File: src/rtl/i2c_master_fsm.sv
// Single-byte I2C master sequencer: START, address+R/W, one data byte, ACK handling, STOP.
// Drives the SCL generator via i_clock_en/i_clock_stop pulses and SDA as an open-drain enable.
module i2c_master_fsm #(
    parameter int START_HOLD = 4,
    parameter int STOP_SETUP = 4,
    parameter int HCNT_W     = 4
) (
    input  logic       pclk,
    input  logic       prst_n,
    input  logic       cmd_start,
    input  logic       cmd_rw,
    input  logic [6:0] cmd_addr,
    input  logic [7:0] cmd_wdata,
    input  logic       i_clk,
    input  logic       sda_in,
    output logic       i_clock_en,
    output logic       i_clock_stop,
    output logic       sda_oe,
    output logic       busy,
    output logic       done,
    output logic       ack_err,
    output logic [7:0] rdata
);

    typedef enum logic [3:0] {
        S_IDLE, S_START, S_ADDR, S_ADDR_ACK, S_WDATA, S_WACK,
        S_RDATA, S_MACK, S_STOP_LOW, S_STOP_WAIT, S_DONE
    } state_t;

    localparam logic [HCNT_W-1:0] START_LAST = HCNT_W'(START_HOLD - 1);
    localparam logic [HCNT_W-1:0] STOP_LAST  = HCNT_W'(STOP_SETUP - 1);

    state_t            state_q, state_d;
    logic              i_clk_d_q;
    logic [7:0]        shift_q, shift_d;
    logic              rw_q, rw_d;
    logic [7:0]        wdata_q, wdata_d;
    logic [7:0]        rx_q, rx_d;
    logic [2:0]        bitcnt_q, bitcnt_d;
    logic [HCNT_W-1:0] hcnt_q, hcnt_d;
    logic              sda_oe_q, sda_oe_d;
    logic              clock_en_q, clock_en_d;
    logic              clock_stop_q, clock_stop_d;
    logic              ack_err_q, ack_err_d;
    logic [7:0]        rdata_q, rdata_d;

    logic rise, fall, accept, hold_done, setup_done;

    assign rise       = i_clk & ~i_clk_d_q;
    assign fall       = ~i_clk & i_clk_d_q;
    // busy is already low during DONE, so a command arriving then is taken as well
    assign accept     = cmd_start & ((state_q == S_IDLE) | (state_q == S_DONE));
    assign hold_done  = (hcnt_q == START_LAST);
    assign setup_done = (hcnt_q == STOP_LAST);

    always_ff @(posedge pclk or negedge prst_n) begin
        if (!prst_n) begin
            state_q      <= S_IDLE;
            i_clk_d_q    <= 1'b1;
            shift_q      <= 8'h00;
            rw_q         <= 1'b0;
            wdata_q      <= 8'h00;
            rx_q         <= 8'h00;
            bitcnt_q     <= 3'd7;
            hcnt_q       <= '0;
            sda_oe_q     <= 1'b0;
            clock_en_q   <= 1'b0;
            clock_stop_q <= 1'b0;
            ack_err_q    <= 1'b0;
            rdata_q      <= 8'h00;
        end else begin
            state_q      <= state_d;
            i_clk_d_q    <= i_clk;
            shift_q      <= shift_d;
            rw_q         <= rw_d;
            wdata_q      <= wdata_d;
            rx_q         <= rx_d;
            bitcnt_q     <= bitcnt_d;
            hcnt_q       <= hcnt_d;
            sda_oe_q     <= sda_oe_d;
            clock_en_q   <= clock_en_d;
            clock_stop_q <= clock_stop_d;
            ack_err_q    <= ack_err_d;
            rdata_q      <= rdata_d;
        end
    end

    always_comb begin
        state_d = state_q;
        unique case (state_q)
            S_IDLE, S_DONE: state_d = accept ? S_START : S_IDLE;
            S_START:        if (hold_done) state_d = S_ADDR;
            S_ADDR:         if (rise && bitcnt_q == 3'd0) state_d = S_ADDR_ACK;
            S_ADDR_ACK: begin
                if (rise) begin
                    if (sda_in)    state_d = S_STOP_LOW;
                    else if (rw_q) state_d = S_RDATA;
                    else           state_d = S_WDATA;
                end
            end
            S_WDATA:        if (rise && bitcnt_q == 3'd0) state_d = S_WACK;
            S_WACK:         if (rise) state_d = S_STOP_LOW;
            S_RDATA:        if (rise && bitcnt_q == 3'd0) state_d = S_MACK;
            S_MACK:         if (rise) state_d = S_STOP_LOW;
            S_STOP_LOW:     if (rise) state_d = S_STOP_WAIT;
            S_STOP_WAIT:    if (setup_done) state_d = S_DONE;
            default:        state_d = S_IDLE;
        endcase
    end

    always_comb begin
        shift_d      = shift_q;
        rw_d         = rw_q;
        wdata_d      = wdata_q;
        rx_d         = rx_q;
        bitcnt_d     = bitcnt_q;
        hcnt_d       = hcnt_q;
        sda_oe_d     = sda_oe_q;
        clock_en_d   = 1'b0;
        clock_stop_d = 1'b0;
        ack_err_d    = ack_err_q;
        rdata_d      = rdata_q;

        unique case (state_q)
            S_START: begin
                hcnt_d = hcnt_q + HCNT_W'(1);
                if (hold_done) begin
                    clock_en_d = 1'b1;
                    bitcnt_d   = 3'd7;
                end
            end
            S_ADDR, S_WDATA: begin
                // SDA only changes while SCL is low; open-drain enable is the inverted bit
                if (fall) sda_oe_d = (state_q == S_ADDR) ? ~shift_q[bitcnt_q] : ~wdata_q[bitcnt_q];
                if (rise) bitcnt_d = bitcnt_q - 3'd1;
            end
            S_ADDR_ACK, S_WACK: begin
                if (fall) sda_oe_d = 1'b0;
                if (rise) begin
                    if (sda_in) ack_err_d = 1'b1;
                    bitcnt_d = 3'd7;
                end
            end
            S_RDATA: begin
                if (fall) sda_oe_d = 1'b0;
                if (rise) begin
                    rx_d[bitcnt_q] = sda_in;
                    bitcnt_d       = bitcnt_q - 3'd1;
                end
            end
            S_MACK: begin
                if (fall) sda_oe_d = 1'b0;
            end
            S_STOP_LOW: begin
                if (fall) sda_oe_d = 1'b1;
                if (rise) begin
                    clock_stop_d = 1'b1;
                    hcnt_d       = '0;
                end
            end
            S_STOP_WAIT: begin
                hcnt_d = hcnt_q + HCNT_W'(1);
                if (setup_done) begin
                    sda_oe_d = 1'b0;
                    // a read only reaches here with ack_err set if the address was NACKed
                    if (rw_q && !ack_err_q) rdata_d = rx_q;
                end
            end
            default: ;
        endcase

        if (accept) begin
            shift_d   = {cmd_addr, cmd_rw};
            rw_d      = cmd_rw;
            wdata_d   = cmd_wdata;
            ack_err_d = 1'b0;
            sda_oe_d  = 1'b1;
            hcnt_d    = '0;
        end
    end

    always_comb begin
        busy         = (state_q != S_IDLE) && (state_q != S_DONE);
        done         = (state_q == S_DONE);
        i_clock_en   = clock_en_q;
        i_clock_stop = clock_stop_q;
        sda_oe       = sda_oe_q;
        ack_err      = ack_err_q;
        rdata        = rdata_q;
    end

endmodule

File: config.mk
export PLATFORM = sky130hd
export DESIGN_NAME = i2c_master_fsm
export DESIGN_NICKNAME = d
export VERILOG_FILES = /design/src/rtl/i2c_master_fsm.sv
export SDC_FILE = /design/constraint.sdc
export NUM_CORES = 1
export LEC_CHECK = 0
export CAP_MARGIN = 20
export CORE_UTILIZATION = 40
export CTS_CLUSTER_DIAMETER = 80
export DETAILED_ROUTE_END_ITERATION = 6
export DONT_BUFFER_PORTS = 1
export GPL_ROUTABILITY_DRIVEN = 0
export SLEW_MARGIN = 5
export SYNTH_ARGS = -nofsm -noshare
export SYNTH_HDL_FRONTEND = slang
export SYNTH_SLANG_ARGS = --single-unit
File: constraint.sdc
create_clock -name pclk -period 1.9 [get_ports pclk]
set_input_delay 0.475 -clock pclk [delete_from_list [all_inputs] [get_ports pclk]]
set_output_delay 0.475 -clock pclk [all_outputs]
set_load 0.02 [all_outputs]
==> qor.yml <==
worst_pin_slew_ps: 409
wl_met3_um: 216
ys_seq_area_share_pct: 49.4
fmax_ghz: 0.537
hpwl_mm: 3.53
clk_pin_slew_ps: 90
die_h_um: 80.2
syn_area_um2: 2440
rsz0062_at_grt: "no"
layout_setup_ws_ps: 38.5
die_x_um: 80.2
clkLatencyLatePin_ps: 300
top_layer_used: "met4"
synth_seq_cells: 48
antenna_found_initial: 0
drtIter0Drc: 128
tns_ps: 0
slew_headroom_pct: 72.6
hold_class: "primary input to asynchronous set/reset pin"
p_total_uw: 4240
peakVddDrop_mv: 0.493
cp-start-kind: "flop"
cts_buffer_depth: 2
regArea_um2: 1210
grt_max_degree: 45
cts_tree: "built"
pre_cts_slack_ps: 12.0
ys_warn_count: 0
power_density_nw_per_um2: 1530
grt_pass1_vias: 1723
grt-ovfl-total: 0
synth_edf_count: 0
hold_slack_ps: 10.1
drc_errors: 0
async_flop_share_pct: 100
worst_clock_skew_ps: 6.49
max-cap-violations: 0
track_usage_pct: 17.2
n_fill_cell: 556
cp.required_ps: 1420
synthFlopType: "dfrtp_1"
wl_met2_mm: 2.46
finalMaxSlewViolations: 0
synth_top_family_by_area: "multiplexers"
io_pins: 35
multiInputGateArea_um2: 1160
wirelength_met1_mm: 2.30
critical_path_class: "flop to output port"
core_area_um2: 5920
totalWireLength_mm: 5.12
finalNonFillerCells: 311
synth_compound_area_share_pct: 12.4
leakagePower_uw: 0.00126
drive_gt1_share_pct: 30.9
outcome: "finished clean"
muxShareOfSynthArea_pct: 16.3
synth_area_per_cell_um2: 11.1
synth_simple_gate_area_share_pct: 15.3
finalNetCount: 259
cts_buffers: 5
cts-root-buf: "clkbuf_8"
antenna_left: 0
wl_per_cell_um: 16.5
synth_cells: 221
drt_pass1_iterations: 4
start_util_pct: 41.3
min_period_ps: 1860
crit_fanout: 7
grt_pass1_wl_mm: 8.43
num_vias: 1743
yosys.cell_types.count: 52
hold_viol_final: 0
synth-adder-area-share_pct: 1.95
layout_common_cells: "dfrtp_1 (40), mux2_2 (30), buf_4 (17)"
dp.cells: 297
syn-num-nets: 245
clock-sinks: 48
htree_levels: 2
rows: 28
synth_xor_area_share_pct: 0.717
end_kind: "output port"
diodes: 0
finalSetupViolCount: 0
portBuffers: 0
final_common_cell: "dfrtp_1"
dieArea_um2: 6430
area_delta_synth_final_pct: 13.3
fin_crit_sh_pct: 98.0
crit_arrival_ps: 1390
viasPerCell: 5.60
==> cells by family after synthesis <==
family                     Yosys count
and+or+nand+nor                     63
DFF                                 48
AOI/OAI and AO/OA                   47
muxes                               36
buffers and inverters               21
adders and majority gates            4
xor gates and xnor gates             2
==> power by group <==
part	switching (uW)	internal, uW
Combinational	964	913
Clock	353	298
Sequential	339	1380
==> area by class of cell <==
class	count	share of cell area [%]
clock buffers	6	2.98
clock inverters	2	0.497
inverters	8	1.08
multi-input cells	152	42.0
flip-flops and latches	48	43.7
well taps	75	3.39
repair buffers	20	6.33
==> state kept, by name, summed over array words and instances (netlist names) <==
name,flops
rdata,8
rx_q,8
shift_q,8
wdata_q,8
hcnt_q,4
state_q,4
bitcnt_q,3
ack_err,1
i_clk_d_q,1
i_clock_en,1
i_clock_stop,1
sda_oe,1
==> timing repair <==
| item | in CTS | in global routing |
|---|---|---|
| resized for setup | 2 | 7 |
| setup endpoints to repair | 2 | 11 |
| hold buffers | 3 | 0 |
| endpoints found under the hold margin | 44 | 0 |
| pin swaps | 0 | 1 |
| buffers inserted | 0 | 3 |
==> Yosys cell counts, drive strengths merged, types with 2 or more instances <==
master | n | area (um^2)
nor2b | 4 | 25.0
o21ai | 13 | 65.1
buf | 10 | 57.6
xor2 | 2 | 17.5
nor3 | 7 | 40.0
ha | 3 | 37.5
nor2 | 9 | 36.3
clkbuf | 3 | 11.3
dfrtp | 44 | 1100
nand3 | 7 | 35.0
inv | 8 | 30.0
nand2 | 13 | 51.3
mux2i | 6 | 60.1
a21oi | 12 | 60.1
dfstp | 4 | 105
a31oi | 2 | 12.5
and3 | 2 | 12.5
a21o | 3 | 22.5
mux2 | 30 | 338
nor3b | 7 | 57.6
a211oi | 2 | 15.0
nand2b | 3 | 18.8
o31ai | 4 | 35.0
and3b | 2 | 17.5
and2b | 2 | 15.0
==> worst max-delay path, cell delays in order (launching register included) <==
cell	delay [ps]
dfrtp_2	470
xor2_1	260
nor3_4	60
buf_4	150
inv_1	150
==> worst paths after layout <==
path	start	end	slack, ps	depth (start not counted)
max in group asynchronous	prst_n	bitcnt_q[1]	1150	1
hold reg to reg	rx_q[3]	rdata[3]	500	1
setup reg to reg	hcnt_q[0]	bitcnt_q[2]	70	5
min in group pclk	i_clk	i_clk_d_q	160	0
setup / recovery	state_q[3]	busy	40	4
hold / removal	prst_n	state_q[2]	10	1
==> stage by stage <==
| stage | utilization, % | cell area (um^2) |
|---|---|---|
| final | 46.8 | 2770 |
| after global routing | 46.8 | 2770 |
| after CTS | 45.9 | 2720 |
| after detailed placement | 43.5 | 2570 |
| after global placement | 43.5 | 2570 |
| after floorplan | - | 2450 |
==> routing by layer <==
metal  GRT usage (%)  vias to the layer above
met3            3.75                       11
li1                -                      833
met2            27.4                       54
met5               0                        -
met1            21.9                      845
met4            8.75                        0
No activity file was read; power rests on OpenSTA's default activity.
